$ cat src/rtl/ofdm_sync_pkg.sv
// Shared types and defaults for the CP-based OFDM timing sync path.
// Holds the FSM state type and the saturating magnitude helper.
package ofdm_sync_pkg;

  localparam int SYNC_WL_IN    = 20;
  localparam int SYNC_CP_LEN   = 16;
  localparam int SYNC_FFT_SIZE = 256;
  localparam int SYNC_WL_ACC   = SYNC_WL_IN + $clog2(SYNC_CP_LEN);
  localparam int SYNC_SYM_LEN  = SYNC_FFT_SIZE + SYNC_CP_LEN;

  typedef enum logic {
    FILL,
    SEARCH
  } sync_state_t;

  // |x| of a w-bit value; the most-negative code maps to +max
  function automatic logic signed [63:0] abs_sat(
    input logic signed [63:0] x,
    input int                 w
  );
    logic signed [63:0] lim;
    lim = 64'sd1 <<< (w - 1);
    if (x <= -lim)   abs_sat = lim - 64'sd1;
    else if (x < 0)  abs_sat = -x;
    else             abs_sat = x;
  endfunction

endpackage

$ cat src/rtl/cp_window_sum.sv
// Sliding-window sum over the last DEPTH accepted samples.
// The zeroed delay line makes the first DEPTH removals contribute 0.
module cp_window_sum #(
  parameter int W     = 20,
  parameter int DEPTH = 16,
  parameter int SW    = W + $clog2(DEPTH)
) (
  input  logic                 clk,
  input  logic                 rst_n,
  input  logic                 clear,
  input  logic                 en,
  input  logic signed [W-1:0]  x,
  output logic signed [SW-1:0] sum
);

  localparam int PW = $clog2(DEPTH);

  logic signed [W-1:0] dl [DEPTH];
  logic [PW-1:0]       ptr;

  always_ff @(posedge clk or negedge rst_n) begin
    if (!rst_n) begin
      ptr <= '0;
      sum <= '0;
      for (int i = 0; i < DEPTH; i++) dl[i] <= '0;
    end else if (clear) begin
      ptr <= '0;
      sum <= '0;
      for (int i = 0; i < DEPTH; i++) dl[i] <= '0;
    end else if (en) begin
      dl[ptr] <= x;
      ptr     <= ptr + 1'b1;
      sum     <= sum + SW'(x) - SW'(dl[ptr]);
    end
  end

endmodule

$ cat src/rtl/cp_metric_peak_detect.sv
// ML timing metric |gamma|-phi over a CP-length window; reports the
// per-symbol-period peak index and gamma at that peak.
module cp_metric_peak_detect
  import ofdm_sync_pkg::*;
#(
  parameter int WL_IN    = SYNC_WL_IN,
  parameter int CP_LEN   = SYNC_CP_LEN,
  parameter int FFT_SIZE = SYNC_FFT_SIZE,
  parameter int WL_ACC   = WL_IN + $clog2(CP_LEN)
) (
  input  logic                                 clk,
  input  logic                                 rst_n,
  input  logic                                 clear,
  input  logic                                 in_valid,
  input  logic signed [WL_IN-1:0]              corr_real_in,
  input  logic signed [WL_IN-1:0]              corr_imag_in,
  input  logic signed [WL_IN-1:0]              energy_in,
  output logic                                 out_valid,
  output logic [$clog2(FFT_SIZE+CP_LEN)-1:0]   theta_out,
  output logic signed [WL_ACC-1:0]             gamma_real_out,
  output logic signed [WL_ACC-1:0]             gamma_imag_out,
  output logic signed [WL_ACC+1:0]             metric_out
);

  localparam int SYM_LEN = FFT_SIZE + CP_LEN;
  localparam int IDX_W   = $clog2(SYM_LEN);
  localparam int MW      = WL_ACC + 2;

  localparam logic [IDX_W-1:0] LAST_IDX  = IDX_W'(SYM_LEN - 1);
  localparam logic [IDX_W-1:0] FILL_LAST = IDX_W'(CP_LEN - 1);
  localparam logic signed [MW-1:0] MET_MIN = {1'b1, {(MW-1){1'b0}}};

  sync_state_t      state, state_n;
  logic [IDX_W-1:0] cnt, cnt_n;
  logic             acc, a_vld_n;

  assign acc = in_valid & ~clear;

  always_comb begin
    state_n = state;
    cnt_n   = cnt;
    a_vld_n = 1'b0;
    if (clear) begin
      state_n = FILL;
      cnt_n   = '0;
    end else if (in_valid) begin
      case (state)
        FILL: begin
          if (cnt == FILL_LAST) begin
            state_n = SEARCH;
            cnt_n   = '0;
          end else begin
            cnt_n = cnt + 1'b1;
          end
        end
        SEARCH: begin
          a_vld_n = 1'b1;
          cnt_n   = (cnt == LAST_IDX) ? '0 : cnt + 1'b1;
        end
        default: state_n = FILL;
      endcase
    end
  end

  logic             a_vld;
  logic [IDX_W-1:0] a_idx;

  always_ff @(posedge clk or negedge rst_n) begin
    if (!rst_n) begin
      state <= FILL;
      cnt   <= '0;
      a_vld <= 1'b0;
      a_idx <= '0;
    end else begin
      state <= state_n;
      cnt   <= cnt_n;
      a_vld <= a_vld_n;
      if (acc) a_idx <= cnt;
    end
  end

  logic signed [WL_ACC-1:0] sum_re, sum_im, sum_en;

  cp_window_sum #(.W(WL_IN), .DEPTH(CP_LEN), .SW(WL_ACC)) u_win_re (
    .clk(clk), .rst_n(rst_n), .clear(clear), .en(acc),
    .x(corr_real_in), .sum(sum_re)
  );

  cp_window_sum #(.W(WL_IN), .DEPTH(CP_LEN), .SW(WL_ACC)) u_win_im (
    .clk(clk), .rst_n(rst_n), .clear(clear), .en(acc),
    .x(corr_imag_in), .sum(sum_im)
  );

  cp_window_sum #(.W(WL_IN), .DEPTH(CP_LEN), .SW(WL_ACC)) u_win_en (
    .clk(clk), .rst_n(rst_n), .clear(clear), .en(acc),
    .x(energy_in), .sum(sum_en)
  );

  // alpha-max-beta-min magnitude, beta = 3/8
  logic signed [MW-1:0] ar, ai, mx, mn, mag, met_a;

  always_comb begin
    ar    = MW'(abs_sat(64'(sum_re), WL_ACC));
    ai    = MW'(abs_sat(64'(sum_im), WL_ACC));
    mx    = (ar > ai) ? ar : ai;
    mn    = (ar > ai) ? ai : ar;
    mag   = mx + (mn >>> 2) + (mn >>> 3);
    met_a = mag - MW'(sum_en);
  end

  logic                     b_vld, c_rep;
  logic [IDX_W-1:0]         b_idx, best_idx;
  logic signed [WL_ACC-1:0] b_gr, b_gi, best_gr, best_gi;
  logic signed [MW-1:0]     b_met, best_met;

  always_ff @(posedge clk or negedge rst_n) begin
    if (!rst_n) begin
      b_vld          <= 1'b0;
      b_idx          <= '0;
      b_gr           <= '0;
      b_gi           <= '0;
      b_met          <= '0;
      c_rep          <= 1'b0;
      best_idx       <= '0;
      best_gr        <= '0;
      best_gi        <= '0;
      best_met       <= MET_MIN;
      out_valid      <= 1'b0;
      theta_out      <= '0;
      gamma_real_out <= '0;
      gamma_imag_out <= '0;
      metric_out     <= '0;
    end else if (clear) begin
      b_vld     <= 1'b0;
      c_rep     <= 1'b0;
      best_met  <= MET_MIN;
      out_valid <= 1'b0;
    end else begin
      b_vld <= a_vld;
      if (a_vld) begin
        b_idx <= a_idx;
        b_gr  <= sum_re;
        b_gi  <= sum_im;
        b_met <= met_a;
      end
      c_rep <= b_vld && (b_idx == LAST_IDX);
      // index 0 re-arms the period; strict > keeps the earliest tie
      if (b_vld && (b_idx == '0 || b_met > best_met)) begin
        best_idx <= b_idx;
        best_gr  <= b_gr;
        best_gi  <= b_gi;
        best_met <= b_met;
      end
      out_valid <= c_rep;
      if (c_rep) begin
        theta_out      <= best_idx;
        gamma_real_out <= best_gr;
        gamma_imag_out <= best_gi;
        metric_out     <= best_met;
      end
    end
  end

endmodule

$ cat config.mk
export PLATFORM = sky130hd
export DESIGN_NAME = cp_metric_peak_detect
export DESIGN_NICKNAME = d
export VERILOG_FILES = /design/src/rtl/ofdm_sync_pkg.sv /design/src/rtl/cp_window_sum.sv /design/src/rtl/cp_metric_peak_detect.sv
export SDC_FILE = /design/constraint.sdc
export NUM_CORES = 2
export LEC_CHECK = 0
export BUFFER_PORTS_ARGS = -buffer_cell sky130_fd_sc_hd__clkbuf_2
export CAP_MARGIN = 10
export CORE_MARGIN = 2
export CORE_UTILIZATION = 63
export CTS_CLUSTER_DIAMETER = 60
export DETAILED_ROUTE_END_ITERATION = 10
export PLACE_DENSITY_LB_ADDON = 0.25
export SLEW_MARGIN = 30
export SYNTH_ARGS = -nofsm -noshare
export SYNTH_HDL_FRONTEND = slang
export SYNTH_SLANG_ARGS = --single-unit
export TNS_END_PERCENT = 20
$ cat constraint.sdc
create_clock -name clk -period 17.85 [get_ports clk]
set_clock_uncertainty 0.05 [all_clocks]
set_input_delay 3.57 -clock clk [delete_from_list [all_inputs] [get_ports clk]]
set_output_delay 3.57 -clock clk [all_outputs]
set_load 0.02 [all_outputs]
==> impl_metrics.tcl <==
set metrics [dict create \
    crit_type "flop to flop" \
    dieHeight_um 336 \
    multi_input_area_um2 33200 \
    max_stage_delay_ns 0.56 \
    fp.dieW_um 336 \
    cap_violations 0 \
    grt_setup_unrepaired "false" \
    crit_end "b_met[23]" \
    path_buf_inv 2 \
    cts_root_buf "clkbuf_16" \
    synth_edf_count 0 \
    met1_usage 0.482 \
    ys_ff_latch 1316 \
    crit_required_ns 18.42 \
    cts_tree "built" \
    r2r_end "b_met[23]" \
    syn_inst 7215 \
    post-place-ws_ns 9.09 \
    violations "antenna violations" \
    ys_types 76 \
    min_period_ns 8.85 \
    hp-class "flop to flop" \
    setup_slack_ns 9.00 \
    syn2layout_area_growth_pct 9.63 \
    postRouteAntennaNets 1 \
    crit_fanout 38 \
    grt_pass1_vias 53700 \
    postLayoutCoreUtil 0.697 \
    viasPerCell 6.25 \
    status "finished with violations" \
    total_power_mw 10.7 \
    grtUsageMet3 0.0663 \
    cp-startpoint "u_win_im.sum[7]" \
    regToRegStartpoint "u_win_im.sum[7]" \
    synthArstFlopShare 1.00 \
    busiest_layer "met2" \
    ys_warn_count 0 \
    drive_above_1_share 0.145 \
    dr.pass1.iters 6 \
    ctsHtreeMaxLevel 4 \
    crit_cells 29 \
    path_clk_slew_ns 0.06 \
    place_congestion 0.939 \
    timing.final.crit_share 0.496 \
    ir_drop_v 0.000194 \
    worst-slew-pin-transition_ns 1.10 \
    clock.fmax_mhz 113 \
    crit_path_frequent_cell "a21o_1" \
    initial_core_util 0.636 \
    post_cts_buffers 0 \
    grt_max_degree 225 \
    start_kind "flop" \
    first_iter_violations 6016 \
    numPortBuffers 147 \
    yosys-top-cells-area "dfrtp_1 47%, nand2_1 12%, mux4_2 9.7%" \
    insertion_delay_ns 0.77 \
    hpwl_um 127000 \
    r2r_slack_ns 9.00 \
    seq_area_frac_synth 0.474 \
    endpoint_kind "flop" \
    yosysTopAreaCell "dfrtp_1" \
    avgSynthCellArea_um2 9.62 \
    synth_top_area_share 0.474 \
    r2r_cells 29 \
    ctsResizeCount 0 \
    numClockSinks 1316 \
    seq_area_um2 33000 \
    netlist_area_um2 69400 \
    cp.arrival_ns 9.42 \
    fin_setup_tns_ns 0 \
    io_pins 148 \
    grtUsageMet2 0.544 \
    vias 54200 \
    dieArea_um2 113000 \
    grt_usage 0.346 \
    synth.most_common_cell "nand2_1" \
    worstHoldPathCells 2 \
    wire_per_inst_um 22.2 \
    core_um2 109000 \
    numCtsBuffers 142 \
    final-max-slew-violation-count 0 \
    drc_errors 0 \
    fin_nets 7415 \
    overflow 0 \
    setup_viol 0 \
    wl_um 192000 \
    cp_slowest_cell "fa_1" \
    max-slew-margin-rel 0.264 \
    cts_hold_buf 0 \
    grt_pass1_wl_um 304000 \
    power_density_nw_per_um2 140 \
    hold_viol_final 0 \
    p_leak_nw 33.6 \
    cp_top_family "compound AO/OA/AOI/OAI gates" \
    synthTopCellsByCount "2153 x nand2_1, 1315 x dfrtp_1, 1030 x a21oi_1, 515 x clkbuf_1, 365 x inv_1" \
    rows 121 \
    dominantRegCellSynth "dfrtp_1" \
    fillers 8034 \
    antenna_found_initial 11 \
    cts_buffer_depth 3 \
]
==> cell type report <==
type / count / share of cell area
Antenna cell: 14 / 0.000460
Clock buffer: 193 / 0.0532
Clock inverter: 62 / 0.0101
Inverter: 371 / 0.0183
Multi-Input combinational cell: 4959 / 0.436
Sequential cell: 1316 / 0.433
Tap cell: 1476 / 0.0243
Timing Repair Buffer: 275 / 0.0249
==> layout by cell type, fill, tap and decap left out, drive strengths merged, types with 81 or more instances in the layout <==
| cell type | netlist | routed |
|---|---|---|
| a21oi | 1030 | 1030 |
| buf | 61 | 131 |
| clkbuf | 515 | 337 |
| dfrtp | 1315 | 1315 |
| fa | 116 | 116 |
| ha | 170 | 170 |
| inv | 370 | 379 |
| mux2 | 154 | 154 |
| mux2i | 86 | 86 |
| mux4 | 300 | 300 |
| nand2 | 2153 | 2153 |
| nor2 | 199 | 199 |
| o21ai | 158 | 158 |
| xnor2 | 81 | 81 |
==> flip-flops by register name, indices dropped and copies added, names as in the netlist, 24 cells and up <==
| register | count |
|---|---|
| u_win_im.sum | 24 |
| best_gr | 24 |
| gamma_imag_out | 24 |
| u_win_im.dl | 320 |
| u_win_re.dl | 320 |
| best_met | 26 |
| b_met | 26 |
| best_gi | 24 |
| gamma_real_out | 24 |
| u_win_re.sum | 24 |
| metric_out | 26 |
| b_gi | 24 |
| u_win_en.sum | 24 |
| b_gr | 24 |
| u_win_en.dl | 320 |
==> per-stage QoR <==
| stage | area, um2 | cells | hold WS (ns) |
|---|---|---|---|
| final | 76100 | 8666 | 0.418 |
| after CTS | 75900 | 8650 | 0.419 |
| after floorplan | 69500 | 7222 | 0.389 |
| after global routing | 76100 | 8658 | 0.434 |
| after detailed placement | 71100 | 8395 | 0.405 |
| after global placement | 70900 | 8385 | 0.398 |
==> worst min-delay path by stage <==
stage	to	start	slack, ns
floorplan	b_idx[0]	a_idx[0]	0.39
global placement	b_idx[8]	a_idx[8]	0.40
detailed placement	b_idx[8]	a_idx[8]	0.41
CTS	b_idx[2]	a_idx[2]	0.42
global route	b_idx[2]	a_idx[2]	0.43
finish	b_idx[4]	a_idx[4]	0.42
==> layer usage <==
metal  vias up  routed length [um]
li1      23900                   -
met1     27200               76700
met2      2668               91200
met3       457               17600
met4         6                6900
met5         -                  42
==> power by group <==
| part | switching, mW | internal [mW] |
|---|---|---|
| sequential | 0.113 | 3.07 |
| clock | 1.25 | 1.77 |
| combinational | 2.62 | 1.86 |
==> worst reg2reg max path, delay by kind of cell, from the launching register on <==
kind / cells / cell delay (ns)
AO/OA/AOI/OAI: 14 / 3.07
AND/OR/NAND/NOR: 8 / 2.42
adder cells (fa/ha/maj): 4 / 1.68
buffers and inverters: 2 / 0.59
multiplexers: 1 / 0.47
flip-flops: 1 / 0.42
==> cell families after synthesis <==
| logic type | synth area share |
|---|---|
| compound gates | 0.111 |
| fa+ha+maj | 0.0641 |
| buf+inv | 0.0515 |
| simple gates | 0.148 |
| mux | 0.135 |
| xor+xnor | 0.0155 |
| other cells | 0.000108 |
| flops | 0.474 |
(Power assumes the default switching activity.)
